--- config.mk ---
export PLATFORM = sky130hd
export DESIGN_NAME = uart_rx_ctrl_flat
export DESIGN_NICKNAME = d
export VERILOG_FILES = /design/src/rtl/uart_rx_pkg.sv /design/src/rtl/uart_rx_ctrl_if.sv /design/src/rtl/rx_bit_sampler.sv /design/src/rtl/uart_rx_ctrl.sv /design/src/flat_wrapper.sv
export SDC_FILE = /design/constraint.sdc
export NUM_CORES = 1
export LEC_CHECK = 0
export CAP_MARGIN = 30
export CORE_UTILIZATION = 48
export CTS_BUF_LIST = sky130_fd_sc_hd__clkbuf_4 sky130_fd_sc_hd__clkbuf_8
export DETAILED_ROUTE_END_ITERATION = 16
export GPL_ROUTABILITY_DRIVEN = 0
export HOLD_SLACK_MARGIN = 0.1
export PLACE_DENSITY = 0.79
export SLEW_MARGIN = 20
export SYNTH_ARGS = -nofsm -noshare
export SYNTH_HDL_FRONTEND = slang
export SYNTH_SLANG_ARGS = --single-unit
--- constraint.sdc ---
create_clock -name clk -period 2.1 [get_ports clk]
set_clock_uncertainty 0.05 [all_clocks]
set_input_delay 0.21 -clock clk [delete_from_list [all_inputs] [get_ports clk]]
set_output_delay 0.21 -clock clk [all_outputs]
set_load 0.02 [all_outputs]
--- src/rtl/uart_rx_pkg.sv ---
// Shared types and constants for the UART receive controller and its bit sampler.
package uart_rx_pkg;

  typedef enum logic [2:0] {
    IDLE   = 3'd0,
    START  = 3'd1,
    DATA   = 3'd2,
    PARITY = 3'd3,
    STOP   = 3'd4
  } rx_state_t;

  typedef enum logic {
    PAR_EVEN = 1'b0,
    PAR_ODD  = 1'b1
  } par_typ_t;

  localparam int unsigned PRESC_8       = 8;
  localparam int unsigned PRESC_16      = 16;
  localparam int unsigned PRESC_32      = 32;
  localparam int unsigned PRESC_DEFAULT = PRESC_8;

  // Anything other than a supported oversampling ratio falls back to 8x.
  function automatic int unsigned legal_prescale(input int unsigned p);
    return (p == PRESC_8 || p == PRESC_16 || p == PRESC_32) ? p : PRESC_DEFAULT;
  endfunction

endpackage

--- src/rtl/uart_rx_ctrl_if.sv ---
// Serial-line, configuration, counter and received-byte signals of the RX controller.
interface uart_rx_ctrl_if #(
  parameter int unsigned DATA_W  = 8,
  parameter int unsigned PRESC_W = 6
);
  logic               RX_IN;
  logic               PAR_EN;
  logic               PAR_TYP;
  logic [PRESC_W-1:0] prescale;
  logic [4:0]         edge_cnt;
  logic [3:0]         bit_cnt;
  logic               cnt_enable;
  logic [PRESC_W-1:0] cnt_prescale;
  logic               cnt_par_en;
  logic [DATA_W-1:0]  P_DATA;
  logic               data_valid;
  logic               par_err;
  logic               stp_err;

  modport master (
    output RX_IN, PAR_EN, PAR_TYP, prescale, edge_cnt, bit_cnt,
    input  cnt_enable, cnt_prescale, cnt_par_en, P_DATA, data_valid, par_err, stp_err
  );

  modport slave (
    input  RX_IN, PAR_EN, PAR_TYP, prescale, edge_cnt, bit_cnt,
    output cnt_enable, cnt_prescale, cnt_par_en, P_DATA, data_valid, par_err, stp_err
  );
endinterface

--- src/rtl/rx_bit_sampler.sv ---
// Takes three oversamples around the bit centre and majority-votes them;
// bit_rdy marks the cycle in which bit_val is the settled decision.
module rx_bit_sampler #(
  parameter int unsigned PRESC_W = 6
) (
  input  logic               clk,
  input  logic               rst,
  input  logic [4:0]         edge_cnt,
  input  logic [PRESC_W-1:0] prescale,
  input  logic               rx,
  output logic               bit_val,
  output logic               bit_rdy
);
  logic [4:0] half;
  logic [2:0] samples;

  assign half = 5'(prescale >> 1);

  always_ff @(posedge clk) begin
    if (rst) begin
      samples <= '0;
    end else begin
      if (edge_cnt == half - 5'd1) samples[0] <= rx;
      if (edge_cnt == half)        samples[1] <= rx;
      if (edge_cnt == half + 5'd1) samples[2] <= rx;
    end
  end

  assign bit_val = (samples[0] & samples[1]) | (samples[0] & samples[2]) |
                   (samples[1] & samples[2]);
  assign bit_rdy = (edge_cnt == half + 5'd2);

endmodule

--- src/rtl/uart_rx_ctrl.sv ---
// UART receive controller: start detect, frame sequencing, LSB-first deserialisation,
// parity/stop checking and one-cycle result pulses; sequences an external edge/bit counter.
module uart_rx_ctrl
  import uart_rx_pkg::*;
#(
  parameter int unsigned DATA_W  = 8,
  parameter int unsigned PRESC_W = 6
) (
  input logic           clk,
  input logic           rst,
  uart_rx_ctrl_if.slave bus
);
  localparam logic [3:0] DATA_END = 4'(DATA_W + 1);
  localparam logic [3:0] PAR_END  = 4'(DATA_W + 2);

  rx_state_t         state;
  par_typ_t          par_typ_q;
  logic              rx_q;
  logic              perr_q;
  logic [DATA_W-1:0] shift;
  logic              bit_val;
  logic              bit_rdy;
  logic              start_det;
  logic              serr_now;
  logic              frame_ok;

  rx_bit_sampler #(.PRESC_W(PRESC_W)) u_sampler (
    .clk      (clk),
    .rst      (rst),
    .edge_cnt (bus.edge_cnt),
    .prescale (bus.cnt_prescale),
    .rx       (bus.RX_IN),
    .bit_val  (bit_val),
    .bit_rdy  (bit_rdy)
  );

  // Falling edge only: a line still low after a stop error cannot retrigger.
  assign start_det = rx_q & ~bus.RX_IN;
  assign serr_now  = ~bit_val;
  assign frame_ok  = ~perr_q & ~serr_now;

  always_ff @(posedge clk) begin
    if (rst) begin
      state            <= IDLE;
      par_typ_q        <= PAR_EVEN;
      rx_q             <= 1'b1;
      perr_q           <= 1'b0;
      shift            <= '0;
      bus.cnt_enable   <= 1'b0;
      bus.cnt_prescale <= PRESC_W'(PRESC_DEFAULT);
      bus.cnt_par_en   <= 1'b0;
      bus.P_DATA       <= '0;
      bus.data_valid   <= 1'b0;
      bus.par_err      <= 1'b0;
      bus.stp_err      <= 1'b0;
    end else begin
      rx_q           <= bus.RX_IN;
      bus.data_valid <= 1'b0;
      bus.par_err    <= 1'b0;
      bus.stp_err    <= 1'b0;

      unique case (state)
        IDLE: begin
          if (start_det) begin
            state            <= START;
            bus.cnt_enable   <= 1'b1;
            bus.cnt_prescale <= PRESC_W'(legal_prescale(32'(bus.prescale)));
            bus.cnt_par_en   <= bus.PAR_EN;
            par_typ_q        <= par_typ_t'(bus.PAR_TYP);
            perr_q           <= 1'b0;
          end
        end
        START: begin
          if (bit_rdy && bit_val) begin
            state          <= IDLE;
            bus.cnt_enable <= 1'b0;
          end else if (bus.bit_cnt == 4'd1) begin
            state <= DATA;
          end
        end
        DATA: begin
          if (bit_rdy) shift <= {bit_val, shift[DATA_W-1:1]};
          if (bus.bit_cnt == DATA_END) state <= bus.cnt_par_en ? PARITY : STOP;
        end
        PARITY: begin
          if (bit_rdy) perr_q <= bit_val ^ (^shift) ^ (par_typ_q == PAR_ODD);
          if (bus.bit_cnt == PAR_END) state <= STOP;
        end
        STOP: begin
          if (bit_rdy) begin
            bus.par_err    <= perr_q;
            bus.stp_err    <= serr_now;
            bus.data_valid <= frame_ok;
            if (frame_ok) bus.P_DATA <= shift;
            state          <= IDLE;
            bus.cnt_enable <= 1'b0;
          end
        end
        default: state <= IDLE;
      endcase
    end
  end

endmodule
--- src/flat_wrapper.sv ---
// flat-port wrapper written by rule: the top's interface ports become plain ports
module uart_rx_ctrl_flat import uart_rx_pkg::*;
#(
  parameter int unsigned DATA_W  = 8,
  parameter int unsigned PRESC_W = 6
)
  (clk, rst, bus_RX_IN, bus_PAR_EN, bus_PAR_TYP, bus_prescale, bus_edge_cnt, bus_bit_cnt, bus_cnt_enable, bus_cnt_prescale, bus_cnt_par_en, bus_P_DATA, bus_data_valid, bus_par_err, bus_stp_err);
  uart_rx_ctrl_if #(.DATA_W(DATA_W), .PRESC_W(PRESC_W)) bus_i ();
  input logic clk;
  input logic rst;
  input wire logic [$bits(bus_i.RX_IN)-1:0] bus_RX_IN;
  input wire logic [$bits(bus_i.PAR_EN)-1:0] bus_PAR_EN;
  input wire logic [$bits(bus_i.PAR_TYP)-1:0] bus_PAR_TYP;
  input wire logic [$bits(bus_i.prescale)-1:0] bus_prescale;
  input wire logic [$bits(bus_i.edge_cnt)-1:0] bus_edge_cnt;
  input wire logic [$bits(bus_i.bit_cnt)-1:0] bus_bit_cnt;
  output wire logic [$bits(bus_i.cnt_enable)-1:0] bus_cnt_enable;
  output wire logic [$bits(bus_i.cnt_prescale)-1:0] bus_cnt_prescale;
  output wire logic [$bits(bus_i.cnt_par_en)-1:0] bus_cnt_par_en;
  output wire logic [$bits(bus_i.P_DATA)-1:0] bus_P_DATA;
  output wire logic [$bits(bus_i.data_valid)-1:0] bus_data_valid;
  output wire logic [$bits(bus_i.par_err)-1:0] bus_par_err;
  output wire logic [$bits(bus_i.stp_err)-1:0] bus_stp_err;
  assign bus_i.RX_IN = bus_RX_IN;
  assign bus_i.PAR_EN = bus_PAR_EN;
  assign bus_i.PAR_TYP = bus_PAR_TYP;
  assign bus_i.prescale = bus_prescale;
  assign bus_i.edge_cnt = bus_edge_cnt;
  assign bus_i.bit_cnt = bus_bit_cnt;
  assign bus_cnt_enable = bus_i.cnt_enable;
  assign bus_cnt_prescale = bus_i.cnt_prescale;
  assign bus_cnt_par_en = bus_i.cnt_par_en;
  assign bus_P_DATA = bus_i.P_DATA;
  assign bus_data_valid = bus_i.data_valid;
  assign bus_par_err = bus_i.par_err;
  assign bus_stp_err = bus_i.stp_err;
  uart_rx_ctrl #(.DATA_W(DATA_W), .PRESC_W(PRESC_W)) u_core (.clk(clk), .rst(rst), .bus(bus_i));
endmodule
==> flow_summary_export.csv, run 1 <==
group,metric,value,unit
status,status,"finished, violations left",
status,violations,"negative setup slack",
cells_and_area,area_delta_synth_final,42.6,%
global_routing,globalRouteTotalUtil,20.1,%
cells_and_area,antenna_cells,0,
worst_hold_path,hold_path.class,"reg -> reg",
die,die_x,64.9,µm
power,power.share.switching,23.8,%
detailed_routing,drtAntennaViolNets,0,
power,p_per_area,534,nW/µm²
sta,tightest_slew,0.659,ns
clock_tree,hold_buffers,0,
cells_and_area,multi_input_area,1180,µm²
detailed_routing,drt_iter0_drc,79,
sta,period_share,101,%
die,initial_utilization,50.8,%
detailed_routing,finalWirelength,4140,µm
sta,fin_ws,-0.0268,ns
worst_setup_path,crit_path_end_kind,"flip-flop",
synthesis,synth_top_cell_by_area,"dfxtp_1",
worst_setup_path,crit_start,"u_core.bus.cnt_prescale[2]$_SDFFE_PP0P_",
place,port_buffers,38,
sta,finalSetupViolations,1,
sta,slew_violations,0,
synthesis,synth_area_leaders,"dfxtp_1, mux2i_1, xnor2_1",
synthesis,ys_async_sr_fraction,0,%
synthesis,ys_seq_area_share,37.9,%
worst_setup_path,cp_max_fo,4,
worst_setup_path,cp.required,2.25,ns
power,netSwitchingPower,344,µW
place,dp_hpwl,3010,µm
sta,fmax,470,MHz
cells_and_area,final_cells,320,
detailed_routing,wire_per_inst,12.9,µm
die,io_pins,39,
worst_setup_path,setup.worst_path.class,"reg -> reg",
run,max_cap_violations,0,
power,pwr-share-comb,15.4,%
power,p_leak,1.15,nW
synthesis,synth_cells,207,
sta,final.min_clock_period,2.13,ns
cells_and_area,nNetsFinal,296,
synthesis,ys.warnings.count,0,
global_routing,grt_max_degree,14,
global_routing,grt_pass1_wl,6560,µm
die,num_rows,22,
sta,finalSetupTns,-0.0268,ns
clock_tree,cts.sinks,36,
power,p_seq_share,48.3,%
synthesis,netlist_top_cells_count,"dfxtp_1, nor2_1, mux2i_1",
detailed_routing,num_vias,1656,
clock_tree,clkTransAtPathRegs,0.07,ns
detailed_routing,dr.pass1.iters,4,
global_routing,antenna_found_initial,0,
cells_and_area,seq_area,732,µm²
clock_tree,cts_tree,"built",
cells_and_area,n_fill_cell,286,
sta,max_slew_margin,55.7,%
worst_hold_path,hp-start,"u_core.bus.cnt_prescale[0]$_SDFFE_PP0P_",
synthesis,synth_ff_type,"dfxtp_1",
worst_setup_path,reg2regPathDepth,9,
power,clock_power_share,36.3,%
worst_setup_path,regToRegStartpoint,"u_core.bus.cnt_prescale[2]$_SDFFE_PP0P_",
clock_tree,cts_root_buffer,"clkbuf_8",
place,dpl-instance-area,2520,µm²
synthesis,synth_edf_count,0,
synthesis,syn_nets,232,
worst_setup_path,r2r-end,"u_core.state[0]$_SDFFE_PP0P_",
synthesis,synth.distinct_cells,47,
clock_tree,clock_latency,0.28,ns
sta,rsz0062_at_grt,"yes",
worst_hold_path,whs_endpoint,"u_core.bus.cnt_prescale[0]$_SDFFE_PP0P_",
global_routing,grt_overflow,0,
worst_setup_path,critPathLaunchType,"flip-flop",
synthesis,syn_avg_cell_area,9.19,µm²
die,die_area,4220,µm²
cells_and_area,drive_above_1_share,20.6,%
synthesis,synth_top_area_share,37.9,%
synthesis,synth-seq-cells,36,
power,intPower,1.10,mW
clock_tree,clockBufferDepth,2,
global_routing,grt_pass1_vias,1479,
worst_setup_path,crit_arrival,2.28,ns
sta,hold_viol_final,0,
die,die_h,64.9,µm
worst_hold_path,hold_depth,1,
die,core,3740,µm²
sta,hold_ws,0.433,ns
synthesis,synthesis.area,1900,µm²
place,dp.cells,306,
worst_setup_path,r2r_slack,-0.03,ns
cells_and_area,final_area,2710,µm²
clock_tree,cts_buffers,5,
detailed_routing,drc,0,
detailed_routing,via_per_inst,5.18,
power,ir_worst_vdd,0.499,mV
clock_tree,cts_max_level,2,
synthesis,synth_most_common_cell,"dfxtp_1",
[sequential cells by signal (all words and copies together), names as in the netlist]
name                      count
u_core.state                  3
u_core.rx_q                   1
u_core.perr_q                 1
u_core.bus.cnt_par_en         1
u_core.u_sampler.samples      3
u_core.bus.stp_err            1
u_core.par_typ_q              1
u_core.bus.cnt_prescale       6
u_core.bus.cnt_enable         1
u_core.shift                  8
u_core.bus.P_DATA             8
u_core.bus.par_err            1
u_core.bus.data_valid         1
[stage by stage]
step	worst slack [ns]	total power, mW	utilization (%)
floorplan	-0.0985	0.829	-
global placement	-0.198	0.917	67.2
detailed placement	-0.227	0.920	67.2
CTS	-0.0458	1.44	70.1
global route	-0.0784	1.51	72.4
finish	-0.0268	1.45	72.4
[worst max-delay path: stages, from the launching register on]
cell	delay [ns]
dfxtp_4	0.36
inv_2	0.04
buf_6	0.11
ha_4	0.25
xor2_4	0.19
nor4b_4	0.25
buf_4	0.19
nand2_4	0.05
a221o_1	0.35
a311oi_1	0.19
[cells by family after synthesis]
logic type                 share of synthesized area (%)
and+or+nand+nor                                     23.6
xor gates and xnor gates                            11.4
AOI/OAI and AO/OA                                   9.41
DFF                                                 37.9
adders and majority gates                           3.82
buffers and inverters                               3.36
muxes                                               10.5
[layout make-up]
cell class                      count  area share, %
Multi-Input combinational cell    156           43.6
Sequential cell                    36           27.0
Timing Repair Buffer               65           22.5
Clock buffer                        8           3.60
Tap cell                           48           2.22
Inverter                            7           1.06
[worst max path at each step]
| stage | to | slack (ns) | depth (start not counted) |
|---|---|---|---|
| 3_5_place_dp | u_core.state[0]$_SDFFE_PP0P_ | -0.23 | 7 |
| 4_1_cts | u_core.state[0]$_SDFFE_PP0P_ | -0.05 | 9 |
| 5_1_grt | u_core.state[0]$_SDFFE_PP0P_ | -0.08 | 9 |
| 2_1_floorplan | u_core.state[0]$_SDFFE_PP0P_ | -0.1 | 6 |
| 6_report | u_core.state[0]$_SDFFE_PP0P_ | -0.03 | 9 |
| 3_3_place_gp | u_core.state[0]$_SDFFE_PP0P_ | -0.20 | 7 |
[power by group through the flow]
stage                     Clock [mW]  Sequential (mW)  Combinational [mW]
after floorplan                    0            0.720               0.110
after global placement             0            0.715               0.202
after detailed placement           0            0.716               0.205
after global routing           0.573            0.699               0.239
after CTS                      0.530            0.700               0.207
final                          0.525            0.698               0.223
[repair_timing]
item	4_1_cts	5_1_grt
pin swaps	2	4
buffers inserted	0	6
setup endpoints to repair	11	23
resized for setup	2	12
[layout by cell type, fill, tap and decap left out, types with 5 or more instances in the layout]
| cell | count |
|---|---|
| buf_4 | 23 |
| dfxtp_1 | 33 |
| clkdlybuf4s50_1 | 38 |
| mux2i_1 | 20 |
| a21oi_1 | 8 |
| nand2b_1 | 6 |
| xor2_1 | 6 |
| clkbuf_8 | 6 |
| xnor2_1 | 15 |
| nor3_1 | 5 |
| nand2_1 | 9 |
| nor2_1 | 31 |
[layer usage]
layer | GRT usage, % | part of all wire (%) | vias up
met3 | 4.23 | 3.9 | 6
li1 | - | - | 851
met2 | 33.1 | 48 | 36
met1 | 25.8 | 47 | 763
met4 | 6.67 | 1.5 | 0
met5 | 0 | 0 | -
Note: power is estimated with default switching activity, not from simulation.
==> inputs of run 2 (changes only) <==
CORE_UTILIZATION = 50   (was 48)
DONT_BUFFER_PORTS = 1   (was default)
PLACE_DENSITY = 0.69   (was 0.79)
TNS_END_PERCENT = 1   (was default)
==> run 2 against run 1 <==
Effect of this change: the run ends with negative hold slack left; final cell count fell by 12%; design area down 15%; total power decreased by 5.4%; routed wire length decreased by 0.19%; combinational power fell by 30%; critical path depth fell by 3; sequential cell count unchanged; clock power fell by 2%; sequential power about the same; die area shrank 3.9%.
==> flow_summary_export.csv, run 2 (synthesis gave the netlist of run 1 again) <==
group,metric,value,unit
global_routing,grt_max_degree,31,
worst_setup_path,cp_max_fo,7,
place,dp_hpwl,3000,µm
die,core,3660,µm²
clock_tree,cts_tree,"built",
clock_tree,cts_buffers,5,
power,p_per_area,592,nW/µm²
detailed_routing,drc,0,
clock_tree,cts_max_level,2,
die,die_x,63.7,µm
cells_and_area,final_cell_mix,"dfxtp_1, nor2_1, mux2i_1, buf_4, xnor2_1",
detailed_routing,num_vias,1584,
status,status,"finished, violations left",
clock_tree,clockBufferDepth,2,
cells_and_area,final_area,2310,µm²
power,ir_worst_vdd,0.481,mV
detailed_routing,drtAntennaViolNets,0,
clock_tree,hold_buffers,6,
sta,hold_viol_final,23,
global_routing,grt_pass1_wl,6890,µm
global_routing,grt_pass1_vias,1575,
power,p_leak,1.02,nW
clock_tree,clock_latency,0.29,ns
cells_and_area,drive_above_1_share,20.5,%
cells_and_area,final_common_cell,"dfxtp_1",
power,intPower,1.03,mW
status,violations,"negative hold slack",
run,max_cap_violations,0,
die,die_h,63.7,µm
worst_setup_path,cp.required,2.25,ns
worst_setup_path,crit_slowest_cell,"xor3_1",
detailed_routing,drt_iter0_drc,78,
worst_setup_path,cp_top_family,"compound AO/OA/AOI/OAI gates",
global_routing,antenna_found_initial,0,
die,io_pins,39,
sta,finalSetupViolations,0,
worst_setup_path,critPathBufInv,1,
cells_and_area,final_util,63.1,%
sta,max_slew_margin,68.0,%
detailed_routing,wire_per_inst,14.6,µm
sta,rsz0062_at_grt,"yes",
sta,final.min_clock_period,2.09,ns
detailed_routing,via_per_inst,5.62,
clock_tree,clkTransAtPathRegs,0.07,ns
clock_tree,cts.sinks,36,
power,pwr-share-comb,11.4,%
detailed_routing,finalWirelength,4130,µm
cells_and_area,area_delta_synth_final,21.5,%
die,die_area,4050,µm²
clock_tree,cts_root_buffer,"clkbuf_8",
power,power.share.switching,24.4,%
cells_and_area,nNetsFinal,258,
global_routing,grt_overflow,0,
sta,hold_ws,-0.0648,ns
die,num_rows,22,
place,dpl-instance-area,2120,µm²
power,p_seq_share,51.2,%
sta,period_share,99.5,%
sta,finalSetupTns,0,ns
sta,fmax,478,MHz
global_routing,globalRouteTotalUtil,22.0,%
worst_setup_path,critPathLaunchType,"flip-flop",
detailed_routing,dr.pass1.iters,4,
worst_setup_path,crit_chain,"xor3_1 -> nor4b_4 -> buf_4 -> nand2_4 -> a221o_1 -> a311oi_1",
worst_hold_path,hold_path.class,"in -> reg",
sta,slew_violations,0,
power,clock_power_share,37.4,%
place,port_buffers,0,
sta,tightest_slew,0.476,ns
worst_setup_path,max_stage_delay,0.47,ns
power,netSwitchingPower,334,µW
die,initial_utilization,51.9,%
cells_and_area,antenna_cells,0,
worst_setup_path,crit_arrival,2.24,ns
worst_setup_path,crit_path_end_kind,"flip-flop",
worst_setup_path,setup.worst_path.class,"reg -> reg",
cells_and_area,top_regs,"u_core.bus.P_DATA (8), u_core.shift (8), u_core.bus.cnt_prescale (6)",
run 2: cell count changes in the layout (fill, tap and decap cells not counted), moves of 2 or more:
cell,change
ha_1,+2
buf_4,-3
clkbuf_4,-2
ha_2,-2
buf_6,-2
dlygate4sd3_1,+6
clkdlybuf4s50_1,-38
run 2: cell type report:
class,instances,area [µm²]
multi-input combinational,156,1160
fill,315,1350
clock buffer,6,82.6
timing repair buffer,27,230
inverter,7,28.8
tap,48,60.1
clock inverter,2,13.8
sequential,36,732
run 2: stage by stage:
stage / std cells / total power, mW / worst slack (ns)
5_1_grt: 282 / 1.43 / -0.0889
4_1_cts: 282 / 1.38 / 0.00451
3_3_place_gp: 266 / 0.852 / 0.000674
2_1_floorplan: 207 / 0.829 / -0.0985
3_5_place_dp: 266 / 0.858 / -0.0596
6_report: 282 / 1.37 / 0.00951
run 2: path summary, 6_finish.rpt:
path                                                                from                                       end  slack [ns]  cells past startpoint
worst min register to register  u_core.u_sampler.samples[0]$_SDFFE_PP0N_  u_core.u_sampler.samples[0]$_SDFFE_PP0N_        0.43                      2
worst min-delay path                                                 rst   u_core.bus.cnt_prescale[5]$_SDFFE_PP0P_       -0.06                      1
worst max register to register   u_core.bus.cnt_prescale[4]$_SDFFE_PP0P_              u_core.state[0]$_SDFFE_PP0P_        0.01                      6
worst max-delay path             u_core.bus.cnt_prescale[4]$_SDFFE_PP0P_              u_core.state[0]$_SDFFE_PP0P_        0.01                      6
run 2: worst reg2reg max path, stage by stage (launching register included):
cell and delay, ns:
dfxtp_4 0.39, xor3_1 0.47, nor4b_4 0.28, buf_4 0.17
nand2_4 0.05, a221o_1 0.34, a311oi_1 0.25
run 2: power groups by stage:
| stage | combinational [mW] | clock, mW | sequential, mW |
|---|---|---|---|
| 4_1_cts | 0.153 | 0.526 | 0.700 |
| 3_3_place_gp | 0.134 | 0 | 0.718 |
| 6_report | 0.156 | 0.512 | 0.700 |
| 3_5_place_dp | 0.140 | 0 | 0.718 |
| 5_1_grt | 0.171 | 0.555 | 0.702 |
| 2_1_floorplan | 0.110 | 0 | 0.720 |
run 2: metal layers:
metal | vias up | routed length, µm | share of wire (%) | global-route usage (%)
li1 | 781 | - | - | -
met1 | 734 | 1660 | 40 | 24.2
met2 | 56 | 2060 | 50 | 37.5
met3 | 13 | 307 | 7.4 | 8.15
met4 | 0 | 99 | 2.4 | 9.66
met5 | - | 0 | 0 | 0
run 2: repair_timing:
item	in CTS	in global routing
endpoints found under the hold margin	31	24
gates resized for setup	3	3
setup endpoints to repair	7	14
setup buffers	2	0
pin swaps	4	1
